==> config.mk <==
export PLATFORM = sky130hd
export DESIGN_NAME = result_streamer
export DESIGN_NICKNAME = d
export VERILOG_FILES = /design/src/rtl/result_streamer.sv
export SDC_FILE = /design/constraint.sdc
export NUM_CORES = 1
export LEC_CHECK = 0
export ABC_AREA = 1
export BUFFER_PORTS_ARGS = -buffer_cell sky130_fd_sc_hd__buf_2
export CAP_MARGIN = 20
export CORE_MARGIN = 3
export CORE_UTILIZATION = 59
export CTS_BUF_LIST = sky130_fd_sc_hd__clkbuf_8 sky130_fd_sc_hd__clkbuf_16
export CTS_CLUSTER_DIAMETER = 30
export CTS_CLUSTER_SIZE = 12
export DETAILED_ROUTE_END_ITERATION = 6
export GPL_TIMING_DRIVEN = 1
export PLACE_DENSITY = 0.79
export SYNTH_ARGS = -nofsm -noshare
export SYNTH_HDL_FRONTEND = slang
export SYNTH_SLANG_ARGS = --single-unit
==> constraint.sdc <==
create_clock -name clk -period 27.9 [get_ports clk]
set_input_delay 2.79 -clock clk [delete_from_list [all_inputs] [get_ports clk]]
set_output_delay 2.79 -clock clk [all_outputs]
set_load 0.005 [all_outputs]
==> src/rtl/result_streamer.sv <==
// result_streamer
//   Drains a contiguous block of rows from the result BRAM and presents them
//   as an AXI-Stream style sequence of beats, one row per beat.
//
//   Ports
//     clk, rstn         single clock, synchronous active-low reset
//     start             job-complete pulse; sampled only while idle
//     base_addr, length first row and row count of the block (length 0..2^ADDR_WIDTH)
//     rd_en, rd_addr    result-BRAM read port (data returns one cycle later)
//     rd_dout           result-BRAM read data
//     m_tdata, m_tvalid, m_tready, m_tlast   output stream
//     busy              high while reading or draining a job
//     done              one-cycle pulse when the job has fully drained
module result_streamer #(
  parameter int PE_COUNT   = 4,
  parameter int DATA_WIDTH = 32,
  parameter int ADDR_WIDTH = 10
) (
  input  logic                                 clk,
  input  logic                                 rstn,
  input  logic                                 start,
  input  logic [ADDR_WIDTH-1:0]                base_addr,
  input  logic [ADDR_WIDTH:0]                  length,
  output logic                                 rd_en,
  output logic [ADDR_WIDTH-1:0]                rd_addr,
  input  logic [PE_COUNT-1:0][DATA_WIDTH-1:0]  rd_dout,
  output logic [PE_COUNT-1:0][DATA_WIDTH-1:0]  m_tdata,
  output logic                                 m_tvalid,
  input  logic                                 m_tready,
  output logic                                 m_tlast,
  output logic                                 busy,
  output logic                                 done
);

  localparam int FIFO_DEPTH = 3;
  localparam logic [ADDR_WIDTH:0]   CNT_ONE  = {{ADDR_WIDTH{1'b0}}, 1'b1};
  localparam logic [ADDR_WIDTH-1:0] ADDR_ONE = {{(ADDR_WIDTH-1){1'b0}}, 1'b1};

  typedef enum logic [1:0] {IDLE, READ, DRAIN, FINISH} state_t;

  state_t                             state, state_nxt;
  logic [ADDR_WIDTH:0]                len_q;
  logic [ADDR_WIDTH:0]                rd_cnt;
  logic [ADDR_WIDTH-1:0]              rd_addr_q;
  logic                               vld_p1;
  logic                               last_p1;
  logic [PE_COUNT-1:0][DATA_WIDTH-1:0] fifo_data [FIFO_DEPTH];
  logic                               fifo_last [FIFO_DEPTH];
  logic [1:0]                         wr_ptr, rd_ptr, count;
  logic [2:0]                         pending;
  logic                               last_rd, push, pop;

  function automatic logic [1:0] ptr_inc(input logic [1:0] p);
    return (p == 2'd2) ? 2'd0 : p + 2'd1;
  endfunction

  // Credit check uses stored rows plus the read still returning, never
  // m_tready, so a free slot is guaranteed before every read is issued.
  assign pending = {1'b0, count} + {2'b00, vld_p1};
  assign rd_en   = (state == READ) && (pending < 3'd3);
  assign rd_addr = rd_addr_q;
  assign last_rd = (rd_cnt == len_q - CNT_ONE);

  assign push     = vld_p1;
  assign m_tvalid = (count != 2'd0);
  assign pop      = m_tvalid && m_tready;
  // Gate the head with valid so the idle bus reads zero without resetting storage.
  assign m_tdata  = m_tvalid ? fifo_data[rd_ptr] : '0;
  assign m_tlast  = m_tvalid && fifo_last[rd_ptr];

  assign busy = (state == READ) || (state == DRAIN);
  assign done = (state == FINISH);

  always_comb begin
    state_nxt = state;
    case (state)
      IDLE:    if (start) state_nxt = (length == '0) ? FINISH : READ;
      READ:    if (rd_en && last_rd) state_nxt = DRAIN;
      DRAIN:   if (pop && m_tlast) state_nxt = FINISH;
      FINISH:  state_nxt = IDLE;
      default: state_nxt = IDLE;
    endcase
  end

  // Stage p0 -> p1: read issue, address/count bookkeeping, FIFO control
  always_ff @(posedge clk) begin
    if (!rstn) begin
      state     <= IDLE;
      len_q     <= '0;
      rd_cnt    <= '0;
      rd_addr_q <= '0;
      vld_p1    <= 1'b0;
      last_p1   <= 1'b0;
      wr_ptr    <= 2'd0;
      rd_ptr    <= 2'd0;
      count     <= 2'd0;
    end else begin
      state   <= state_nxt;
      vld_p1  <= rd_en;
      last_p1 <= rd_en && last_rd;
      if (state == IDLE && start) begin
        len_q     <= length;
        rd_addr_q <= base_addr;
        rd_cnt    <= '0;
      end else if (rd_en) begin
        rd_addr_q <= rd_addr_q + ADDR_ONE;
        rd_cnt    <= rd_cnt + CNT_ONE;
      end
      if (push) wr_ptr <= ptr_inc(wr_ptr);
      if (pop)  rd_ptr <= ptr_inc(rd_ptr);
      case ({push, pop})
        2'b10:   count <= count + 2'd1;
        2'b01:   count <= count - 2'd1;
        default: count <= count;
      endcase
    end
  end

  // Stage p1 -> FIFO: capture returning BRAM row alongside its last-beat tag
  always_ff @(posedge clk) begin
    if (push) begin
      fifo_data[wr_ptr] <= rd_dout;
      fifo_last[wr_ptr] <= last_p1;
    end
  end

endmodule

**Word level (Yosys, flattened, before mapping)**

Memories as Yosys holds them, arrays and structs flattened. A register that Yosys moved wholly into a read port is not among the register bits.
Cells that the tools add are included.

- Register bits: 42
- Memory bits (writable): 387
- Input port bits: 153
- Output and inout port bits: 143
- Word-level logic and storage cells: 63
- Memories kept: 2

- $add $sub $neg: 8
- Order comparisons: 1
- Equal/unequal tests: 11
- Mux-type cells: 17
- Bitwise operators: 1
- Reductions and logical operators: 14

Memory list:

| name | depth | width | rd ports | clocked after memory_dff | wr ports | RTL line | RTL |
|---|---|---|---|---|---|---|---|
| fifo_data | 3 | 128 | 1 | 1 | 1 | 47 | `logic [PE_COUNT-1:0][DATA_WIDTH-1:0] fifo_data [FIFO_DEPTH];` |
| fifo_last | 3 | 1 | 1 | 1 | 1 | 48 | `logic fifo_last [FIFO_DEPTH];` |

Operators by type and width:

| kind | count |
|---|---|
| 128-bit 2-to-1 mux | 1 |
| 10-bit 2-to-1 mux | 2 |
| 2-bit 2-to-1 mux | 10 |
| 11-bit by 1-bit adder with 11-bit output, second input constant | 1 |
| 11-bit == test | 1 |
| 11-bit logical NOT | 1 |
| 11-bit by 1-bit subtractor with 11-bit output, second input constant | 1 |
| 10-bit by 1-bit adder with 10-bit output, second input constant | 1 |
| 2-bit == test, second input constant | 5 |
| 2-bit case mux with 4 select lines | 1 |
| 2-bit by 1-bit adder with 2-bit output, second input constant | 3 |
| 1-bit logical AND | 6 |
| 2-bit nonzero test | 3 |
| 2-bit by 1-bit == test with 1-bit output, second input constant | 2 |
| 2-bit by 1-bit != test with 1-bit output, second input constant | 2 |
| 2-bit case mux with 2 select lines | 1 |
| 2-bit by 1-bit adder with 3-bit output | 1 |
| 3-bit by 2-bit < comparator with 1-bit output, second input constant | 1 |
| 3-bit AND reduction | 1 |
| 2-bit logical NOT | 1 |
| 1-bit 2-to-1 mux | 2 |
| 2-bit != test, second input constant | 1 |
| 2-bit OR reduction | 1 |
| 2-bit by 1-bit subtractor with 2-bit output, second input constant | 1 |
| other kinds (2) | 2 |

**Logic depth before layout (Yosys ltp)**

- Word-level depth: 6
- Mapped depth: 15
- Mapped depth without buffers: 15

**Worst setup path after synthesis**

OpenSTA, ideal clock, no wires.

- Path kind: reg-to-reg
- Start point: reg vld_p1 (netlist: push)
- End point: mem fifo_data[0][0] (netlist name), enable pin
- Setup time: 0.779 ns
- Arrival time: 9.170 ns
- Required time: 27.121 ns
- Setup slack: 17.952 ns
- Cell stages (with the launch flop): 3
- Path buffers: 0
- Period minus slack after synthesis: 9.948 ns
- Cells stage by stage: dfxtp_1 inv_1 nor3_1

- Cells in the longest elaborated chain, start to end: 2

RTL lines:

| item | RTL line | RTL |
|---|---|---|
| from (decl) | 45 | `logic vld_p1;` |
| from (signal assigned) | 99 | `vld_p1 <= rd_en;` |
| 1-bit 2-to-1 mux | 121 | `if (push) begin` |
| 1-bit 2-to-1 mux (not written as such) | 122 | `fifo_data[wr_ptr] <= rd_dout;` |
| to (decl) | 47 |  |

Every way passes these cells.

==> out/metrics.sh <==
RUN_STATUS='finished clean'
DIE-AREA_UM2=31600
SYN-CELL-AREA_UM2=17400
CRITICAL_PATH.N_BUFFERS_INVERTERS=4
ANT_NETS=0
GRT_MAX_DEGREE=146
ROUTE.FINAL.WIRE_LENGTH_MM=40.4
FIRST_GLOBAL_VIAS=12190
CTS.REPORTEDPATHS.CLKPINSLEW_NS=0.05
OVERFLOW=0
MAXIMUM_ACHIEVABLE_FREQUENCY_MHz=166
CELLLEAKAGEPOWER_nW=9.70
CTSHTREEMAXLEVEL=3
DESIGN.FINAL.NETS=1932
FINAL.HOLD.WORST_SLACK_NS=0.452
BUFFER_PORTS.INSERTED=295
FINALWEIGHTEDCONGESTION=0.830
INSERTION_DELAY_NS=0.56
MAX_SLEW.WORST_PIN.SLEW_NS=1.10
POST_SYNTHESIS_CELL_TYPE_COUNT=38
TIMING.FINAL.CRIT_SHARE_PCT=21.5
POST-ROUTE-CELL-AREA_UM2=21900
CTS_ROOT_BUFFER='sky130_fd_sc_hd__clkbuf_16'
WORSTPATHREQUIRED_NS=25.11
DRIVE_GT1_SHARE_PCT=24.7
IO-PIN-COUNT=296
SYN-NUM-NETS=1626
STARTPOINT_TYPE='flop'
NETLIST_TOP_CELLS_AREA='sky130_fd_sc_hd__edfxtp_1, sky130_fd_sc_hd__nand2_1, sky130_fd_sc_hd__o211ai_1, sky130_fd_sc_hd__dfxtp_1, sky130_fd_sc_hd__nand3_1'
CTS_MADE_BUFFERS=77
DRT_ITER0_DRC=959
TIMING_WORST_SETUP_PATH_TYPE='flop to output pin'
DP_HPWL_MM=23.1
POSTSYNTHREGISTERBITS=431
WORST_PATH_DOMINANT_CELL_FAMILY='buffers and inverters'
TIMING.SLEW.HEADROOM_PCT=26.6
SYNTH_ASYNC_SR_FLOP_SHARE_PCT=0
GRT.TOTAL_USAGE_PCT=25.1
CPMAXSTAGEDELAYCELL='sky130_fd_sc_hd__buf_4'
CTS_SINKS=431
ANTENNA_CELLS_INSERTED=0
HOLDBUFCOUNTCTS=0
CTS.PATH.MAX_BUFFERS=3
SYNTH_EDF_COUNT=387
FINAL-SETUP-VIOL-COUNT=0
CRITPATHMAXFANOUT=81
ROUTED_WIRE_LENGTH_PER_INSTANCE_UM=18.2
DRV_CAP=0
TIMING.CRITICAL_PATH.TO_TYPE='output pin'
TIMING.HOLD.WORST.CLASS='flop to flop'
TOP_CELL_TYPE_BY_TOTAL_AREA_AFTER_SYNTHESIS='sky130_fd_sc_hd__edfxtp_1'
POSTCTSSETUPBUFFERS=0
AREA_SHARE_OF_THE_LEADING_CELL_TYPE_IN_THE_SYNTHESIZED_NETLIST_PCT=66.7
VDD_DROP_MAX_uV=63.5
DIE_H_UM=178
INITIAL_ANTENNA_VIOLATION_COUNT=3
SYNTH_CELLS=1462
SETUP-TNS-FINAL_NS=0
NUMBER_OF_VIAS_AFTER_DETAILED_ROUTING=12315
CTS.REPAIR.RESIZED=0
DETAIL_ROUTE.FIRST_PASS.ITERATIONS=5
FINAL_COMMON_CELL='sky130_fd_sc_hd__edfxtp_1'
DIE_W_UM=178
DRC=0
CRITPATHARRIVALTIME_NS=3.22
VIA_PER_INST=5.56
POST_DP_CELL_AREA_UM2=19200
CORE_REGION_AREA_UM2=28900
GRT_PASS1_WL_MM=62.4
RSZ_0062_RAISED_AFTER_GLOBAL_ROUTING='no'
FINCLKSKEW_NS=0.0145
POWER_PER_CELL_AREA_nW_PER_UM2=101
FP-ROW-COUNT=62
SYNTH-WARNING-COUNT=0
INITIAL_CORE_UTIL_PCT=60.2
CRITICAL_PATH.CELL_CHAIN='inv_4, buf_4, nand2_1, nand3_1, o211ai_1, inv_1, buf_2'
FINALHOLDVIOLATIONS=0
FLOW.AREA_GROWTH_FROM_SYNTHESIS_PCT=25.9
CLOCK_TREE_FROM_TRITONCTS='built'
PLACE.DETAILED.INSTANCES=2072
SLEW_VIOLATIONS=0
MIN_PERIOD_NS=6.01
MOSTFREQUENTLAYOUTCELLS='sky130_fd_sc_hd__edfxtp_1, sky130_fd_sc_hd__nand2_1, sky130_fd_sc_hd__buf_2'
CRIT_PATH_MAX_INCR_DELAY_NS=0.82
FINISH.CELL_COUNT_WITHOUT_FILLERS=2216
SYNTHESIS.AREA_PER_INSTANCE_UM2=11.9
SYNTH_FLOP_CELL='sky130_fd_sc_hd__edfxtp_1'
SYNTH-SEQ-AREA-SHARE_PCT=71.8
==> cell type report <==
type                            instances  area [um2]
Inverter                              178         681
Tap cell                              384         480
Sequential cell                       431       12500
Timing Repair Buffer                  305        1570
Clock inverter                         62         697
Multi-Input combinational cell        775        3960
Clock buffer                           81        2030
Fill cell                            1778        7010
==> worst paths after layout <==
check | startpoint | to | slack (ns) | cells past startpoint
min | last_p1 | fifo_last[2] | 0.45 | 0
min reg2reg | last_p1 | fifo_last[2] | 0.45 | 0
max | flop | m_tlast | 21.89 | 7
max reg2reg | flop | state[0] | 24.65 | 11
==> where the power goes <==
| part | internal (mW) | switching, mW |
|---|---|---|
| clock | 0.642 | 0.317 |
| sequential | 0.761 | 0.0303 |
| combinational | 0.162 | 0.301 |
| total | 1.57 | 0.648 |
==> worst reg2reg max path, stage by stage (launching register included) <==
cell                       delay, ns
sky130_fd_sc_hd__dfxtp_4        0.57
sky130_fd_sc_hd__inv_4          0.57
sky130_fd_sc_hd__buf_4          0.82
sky130_fd_sc_hd__nand2_1        0.18
sky130_fd_sc_hd__nand3_1        0.11
sky130_fd_sc_hd__o211ai_1       0.12
sky130_fd_sc_hd__inv_1          0.16
sky130_fd_sc_hd__nand2_1        0.08
sky130_fd_sc_hd__a22oi_1        0.29
sky130_fd_sc_hd__nand3_1        0.12
sky130_fd_sc_hd__nand2_1        0.08
sky130_fd_sc_hd__nor2_1         0.04
==> stage by stage <==
step	power [mW]	util [%]	setup slack, ns
after floorplan	1.10	-	17.95
after global placement	1.25	66.3	22.45
after detailed placement	1.26	66.3	22.40
after CTS	2.22	75.7	21.81
after global routing	2.32	75.8	21.69
final	2.21	75.8	21.89
==> synth_stat cells, types with 3 or more instances <==
library cell and n:
sky130_fd_sc_hd__edfxtp_1 387, sky130_fd_sc_hd__nand2_1 332, sky130_fd_sc_hd__inv_1 176, sky130_fd_sc_hd__nand3_1 143
sky130_fd_sc_hd__o211ai_1 129, sky130_fd_sc_hd__clkbuf_1 71, sky130_fd_sc_hd__nor2_1 50, sky130_fd_sc_hd__dfxtp_1 44
sky130_fd_sc_hd__a21oi_1 31, sky130_fd_sc_hd__o21ai_0 24, sky130_fd_sc_hd__ha_1 11, sky130_fd_sc_hd__xor2_1 8
sky130_fd_sc_hd__nor2_2 7, sky130_fd_sc_hd__buf_1 5, sky130_fd_sc_hd__nor3_1 5, sky130_fd_sc_hd__a211oi_1 4
sky130_fd_sc_hd__nor4_1 4, sky130_fd_sc_hd__xnor2_1 3
==> sequential cells by signal, indices dropped and copies added (netlist names), named ones only <==
register / cells
state: 2
push: 1
len_q: 11
rd_addr: 10
wr_ptr: 2
fifo_last: 3
fifo_data: 384
rd_cnt: 11
rd_ptr: 2
count: 2
last_p1: 1
==> cell families after synthesis <==
logic type / synth area share [%]
compound gates: 7.84
simple gates: 13.5
flops: 71.8
buf+inv: 5.53
xor+xnor: 0.553
fa+ha+maj: 0.790
==> layer usage <==
metal | vias to the layer above | wire length [um] | track usage, %
li1 | 5745 | - | -
met1 | 5881 | 15800 | 32.3
met2 | 569 | 19900 | 41.4
met3 | 114 | 3360 | 5.82
met4 | 6 | 1310 | 10.1
met5 | - | 34 | 0
Note: power is estimated with default switching activity, not from simulation.
